===== src/rtl/mem_stage_pkg.sv =====
// Shared definitions for the MEM stage: bus widths, load-op encodings,
// the EX-to-MEM field layout and the load-capture FSM states.
package mem_stage_pkg;

  localparam int unsigned Ex2MemWd = 328;
  localparam int unsigned Mem2WbWd = 310;
  localparam int unsigned Mem2ExWd = 70;

  // One-hot load opcodes; stores and non-memory ops carry zero.
  localparam logic [6:0] LsuOpLb  = 7'b000_0001;
  localparam logic [6:0] LsuOpLbu = 7'b000_0010;
  localparam logic [6:0] LsuOpLh  = 7'b000_0100;
  localparam logic [6:0] LsuOpLhu = 7'b000_1000;
  localparam logic [6:0] LsuOpLw  = 7'b001_0000;
  localparam logic [6:0] LsuOpLwu = 7'b010_0000;
  localparam logic [6:0] LsuOpLd  = 7'b100_0000;

  typedef enum logic {
    StLive = 1'b0,
    StHeld = 1'b1
  } cap_state_e;

  // Field order is MSB-first on the wire.
  typedef struct packed {
    logic [63:0] csr_vec;
    logic [79:0] csr_bus;
    logic [6:0]  lsu_op;
    logic [7:0]  data_ram_sel;
    logic [2:0]  sel_rf_res;
    logic        rf_we;
    logic [4:0]  rf_waddr;
    logic [63:0] ex_result;
    logic [63:0] pc;
    logic [31:0] inst;
  } ex2mem_t;

  // Index of the lowest set bit; zero when no bit is set.
  function automatic logic [2:0] low_set_idx(input logic [7:0] sel);
    logic [2:0] idx;
    idx = 3'd0;
    for (int i = 7; i >= 0; i--) begin
      if (sel[i]) idx = 3'(i);
    end
    return idx;
  endfunction

endpackage


===== src/rtl/load_ext.sv =====
// Load alignment and extension: picks the addressed byte/half/word/double
// out of the 64-bit read data and widens it to 64 bits.
module load_ext
  import mem_stage_pkg::*;
(
  input  logic [6:0]  lsu_op_i,
  input  logic [7:0]  data_ram_sel_i,
  input  logic [63:0] rdata_i,
  output logic [63:0] data_o
);

  logic [2:0]  offset;
  logic [63:0] shifted;

  assign offset  = low_set_idx(data_ram_sel_i);
  assign shifted = rdata_i >> {offset, 3'b000};

  // Select width and extension by the one-hot load opcode.
  always_comb begin
    data_o = '0;
    case (lsu_op_i)
      LsuOpLb:  data_o = {{56{shifted[7]}}, shifted[7:0]};
      LsuOpLbu: data_o = {56'd0, shifted[7:0]};
      LsuOpLh:  data_o = {{48{shifted[15]}}, shifted[15:0]};
      LsuOpLhu: data_o = {48'd0, shifted[15:0]};
      LsuOpLw:  data_o = {{32{shifted[31]}}, shifted[31:0]};
      LsuOpLwu: data_o = {32'd0, shifted[31:0]};
      LsuOpLd:  data_o = shifted;
      default:  data_o = '0;
    endcase
  end

endmodule


===== src/rtl/mem_stage.sv =====
// MEM pipeline stage: EX-to-MEM pipeline register, a capture FSM that
// freezes SRAM load data while MEM is stalled, load extension and the
// write-back / forwarding buses.
module mem_stage
  import mem_stage_pkg::*;
#(
  parameter int unsigned EX2MEM_WD = Ex2MemWd,
  parameter int unsigned MEM2WB_WD = Mem2WbWd,
  parameter int unsigned MEM2EX_WD = Mem2ExWd
) (
  input  logic                 clk,
  input  logic                 rst_n,
  input  logic                 flush,
  input  logic [5:0]           stall,
  input  logic [EX2MEM_WD-1:0] ex2mem_bus,
  input  logic [63:0]          data_sram_rdata,
  output logic [MEM2EX_WD-1:0] mem2ex_fwd,
  output logic [MEM2WB_WD-1:0] mem2wb_bus
);

  ex2mem_t     reg_q, reg_d;
  cap_state_e  state_q, state_d;
  logic [63:0] ld_buf_q, ld_buf_d;
  logic        reg_upd;
  logic [63:0] ld_src;
  logic [63:0] ld_data;
  logic [63:0] rf_wdata;

  // Only EX and MEM stall bits matter here; result-select bits 0/2 are unused.
  logic unused_bits;
  assign unused_bits = ^{stall[5], stall[2:0], reg_q.sel_rf_res[2], reg_q.sel_rf_res[0]};

  // Register content changes on flush, bubble or capture; it holds only
  // when both EX and MEM are stalled.
  assign reg_upd = flush | ~stall[3] | ~stall[4];

  // Pipeline register next state: flush, bubble, capture, else hold.
  always_comb begin
    reg_d = reg_q;
    if (flush) begin
      reg_d = '0;
    end else if (stall[3] && !stall[4]) begin
      reg_d = '0;
    end else if (!stall[3]) begin
      reg_d = ex2mem_t'(ex2mem_bus);
    end
  end

  // Capture FSM next state: grab SRAM data once when a load stalls in MEM.
  always_comb begin
    state_d  = state_q;
    ld_buf_d = ld_buf_q;
    if (reg_upd) begin
      state_d = StLive;
    end else if (state_q == StLive && reg_q.lsu_op != '0) begin
      state_d  = StHeld;
      ld_buf_d = data_sram_rdata;
    end
  end

  // State: pipeline register, FSM and load buffer, async active-low reset.
  always_ff @(posedge clk or negedge rst_n) begin
    if (!rst_n) begin
      reg_q    <= '0;
      state_q  <= StLive;
      ld_buf_q <= '0;
    end else begin
      reg_q    <= reg_d;
      state_q  <= state_d;
      ld_buf_q <= ld_buf_d;
    end
  end

  assign ld_src = (state_q == StHeld) ? ld_buf_q : data_sram_rdata;

  load_ext u_load_ext (
    .lsu_op_i       (reg_q.lsu_op),
    .data_ram_sel_i (reg_q.data_ram_sel),
    .rdata_i        (ld_src),
    .data_o         (ld_data)
  );

  // Result select and output bus assembly.
  always_comb begin
    rf_wdata   = reg_q.sel_rf_res[1] ? ld_data : reg_q.ex_result;
    mem2ex_fwd = {reg_q.rf_we, reg_q.rf_waddr, rf_wdata};
    mem2wb_bus = {reg_q.csr_vec, reg_q.csr_bus, reg_q.rf_we, reg_q.rf_waddr, rf_wdata,
                  reg_q.pc, reg_q.inst};
  end

endmodule

===== config.mk =====
export PLATFORM = sky130hd
export DESIGN_NAME = mem_stage
export DESIGN_NICKNAME = d
export VERILOG_FILES = /design/src/rtl/mem_stage_pkg.sv /design/src/rtl/load_ext.sv /design/src/rtl/mem_stage.sv
export SDC_FILE = /design/constraint.sdc
export NUM_CORES = 1
export LEC_CHECK = 0
export CORE_AREA = 2 2 305 307
export CTS_BUF_LIST = sky130_fd_sc_hd__clkbuf_8
export DETAILED_ROUTE_END_ITERATION = 16
export DIE_AREA = 0 0 307 309
export GPL_ROUTABILITY_DRIVEN = 0
export PLACE_DENSITY = 0.51
export SYNTH_ARGS = -nofsm -noshare
export SYNTH_HDL_FRONTEND = slang
export SYNTH_SLANG_ARGS = --single-unit

===== constraint.sdc =====
create_clock -name clk -period 3.95 [get_ports clk]
set_input_delay 1.185 -clock clk [delete_from_list [all_inputs] [get_ports clk]]
set_output_delay 1.185 -clock clk [all_outputs]
set_load 0.1 [all_outputs]

==> flow_metrics.tcl <==
set metrics [dict create \
    hp-class "reg -> reg" \
    die_h_um 309 \
    ant_nets 0 \
    port_buffers 774 \
    timing.final.crit_share_pct 122 \
    async_flop_share_pct 100 \
    drcViolationCount 0 \
    power_uw 13400 \
    status "finished, violations left" \
    synthCells 1625 \
    grt.total_usage_pct 17.6 \
    yosys.area.top_type_share_pct 50.4 \
    syn2layout_area_growth_pct 63.9 \
    cts_made_buffers 76 \
    final_nets 2657 \
    setup_viol 128 \
    wl_mm 86.0 \
    drive_gt1_share_pct 33.8 \
    synth_area_leaders "dfrtp_1 50%, a22o_1 15%, buf_4 12%, mux4_2 5.0%, mux2_2 3.8%" \
    synth.distinct_cells 48 \
    cp.arrival_ns 3.65 \
    ys.warnings.count 0 \
    viasPerCell 4.51 \
    cts_tree "done" \
    worst_slew_pin_slew_ns 1.03 \
    cts_root_buf "clkbuf_8" \
    cts-htree-levels 3 \
    synth_most_common_cell "dfrtp_1" \
    synth.net_count 2026 \
    ir_drop_v 0.000206 \
    multi_input_area_um2 7890 \
    ys.flop_type "dfrtp_1" \
    hold_slack_ns 0.500 \
    finClkSkew_ns 0.0159 \
    yosysSeqAreaShare_pct 50.4 \
    relSlewSlack_pct 31.3 \
    synth_enable_flop_cells 0 \
    ios 781 \
    yosys.area.top_type "dfrtp_1" \
    cap_violations 0 \
    num_vias 15804 \
    place_ws_ns -0.945 \
    dieArea_um2 94900 \
    end_kind "output port" \
    first_iter_violations 812 \
    synth_common_cells "391 x dfrtp_1, 332 x a22o_1, 316 x buf_4" \
    grt_pass1_wl_mm 122 \
    fin_ws_ns -0.881 \
    start_util_pct 21.3 \
    clock_sink_count 391 \
    grt_pass1_vias 16998 \
    antenna_found_initial 32 \
    clkTransAtPathRegs_ns 0.06 \
    rsz0062_at_grt "yes" \
    p_per_area_nw_per_um2 421 \
    layout.area.seq_um2 9790 \
    final_util_pct 34.8 \
    worst_ep_required_time_ns 2.76 \
    period_needed_ns 4.83 \
    first_pass_iters 5 \
    start_kind "primary input" \
    synth_seq_cells 391 \
    tns_ns -97.62 \
    crit_type "in -> out" \
    failed_checks "setup timing" \
    fmax_mhz 207 \
    dpl.hpwl_mm 67.4 \
    clk_latency_ns 0.68 \
    die_x_um 307 \
    synth.avg_cell_area_um2 12.0 \
    slew_violations 0 \
    clock_path_buffers 3 \
    p_leak_uw 0.0137 \
    core_area_um2 91400 \
    synth_area_um2 19400 \
    num_rows 111 \
    fillers 8945 \
    gr-total-overflow 0 \
    grt_max_degree 119 \
    wl_per_cell_um 24.5 \
    worstPathMaxFanout 6 \
    report.final.hold_viol_count 0 \
]
## metal layers
metal,global-route usage [%],routed length (µm),vias up
li1,-,-,6985
met1,19.5,31800,7955
met2,31.7,44600,683
met3,5.02,6680,159
met4,6.67,2810,22
met5,0,158,-
## cell families after synthesis
family	count (synthesis)	share of synthesized area [%]
AO/OA/AOI/OAI	473	19.7
XOR/XNOR	2	0.0902
buffers and inverters	479	15.6
flip-flops	391	50.4
multiplexers	155	11.2
AND/OR/NAND/NOR	125	3.11
## layout make-up
cell class	count	area share (%)
Sequential cell	391	30.8
Timing Repair Buffer	990	34.4
Multi-Input combinational cell	755	24.8
Antenna cell	9	0.0707
Clock buffer	93	4.02
Inverter	42	0.495
Tap cell	1186	4.66
Clock inverter	39	0.809
## worst max-delay path, cell delays in order
cell             delay (ns)
clkdlybuf4s50_1        0.42
mux2i_1                0.28
mux2i_4                0.12
mux4_2                 0.57
nand2_4                0.11
o21ai_4                0.08
o21bai_4               0.16
buf_12                 0.17
buf_12                 0.15
o221ai_4               0.14
buf_12                 0.22
## registers in the layout, summed over array words and instances (netlist names)
register    count
mem2ex_fwd      6
mem2wb_bus    240
state_q         1
ld_buf_q       64
reg_q          80
## metrics by stage
stage / instance area (µm²) / instances
6_report: 31800 / 3505
5_1_grt: 31800 / 3500
4_1_cts: 31700 / 3492
3_5_place_dp: 29500 / 3335
3_3_place_gp: 29500 / 3335
2_1_floorplan: 20800 / 1625
## path summary, 6_finish.rpt
kind | startpoint | to | slack [ns] | cells past startpoint
max in group asynchronous | rst_n | reg_q[167]$_DFFE_PN0P_ | 2.33 | 2
max reg2reg | reg_q[180]$_DFFE_PN0P_ | ld_buf_q[39]$_DFFE_PN0P_ | 1.62 | 6
min | mem2wb_bus[194]$_DFFE_PN0P_ | mem2wb_bus[194]$_DFFE_PN0P_ | 0.50 | 1
min reg2reg | mem2wb_bus[194]$_DFFE_PN0P_ | mem2wb_bus[194]$_DFFE_PN0P_ | 0.50 | 1
max | data_sram_rdata[47] | mem2wb_bus[128] | -0.88 | 11
min in group asynchronous | rst_n | ld_buf_q[11]$_DFFE_PN0P_ | 0.54 | 1
## what timing repair did
action / 4_1_cts / 5_1_grt
resized for setup: 72 / 32
setup buffers: 22 / 8
endpoints found under the setup margin: 128 / 128
hold buffers: 0 / 0
gates cloned: 3 / 0
pin swaps: 23 / 24
## power by group
group	switching [µW]	internal (µW)
logic	2850	1790
registers	238	4360
clock network	1890	2270
total	4980	8420
## placed cells by master, fill, tap and decap left out, drive strengths merged, types with 8 or more instances in the layout
master and instances:
a21oi 43, a22o 332, a22oi 8, buf 434, clkbuf 94, clkdlybuf4s50 554, clkinv 9, dfrtp 391
diode 9, inv 67, mux2 66, mux2i 46, mux4 43, nand2 46, nor2 27, nor2b 9
nor3 10, o21ai 31, o221ai 24, o22ai 14, or3 11
Power figures use the tool's default switching activity.
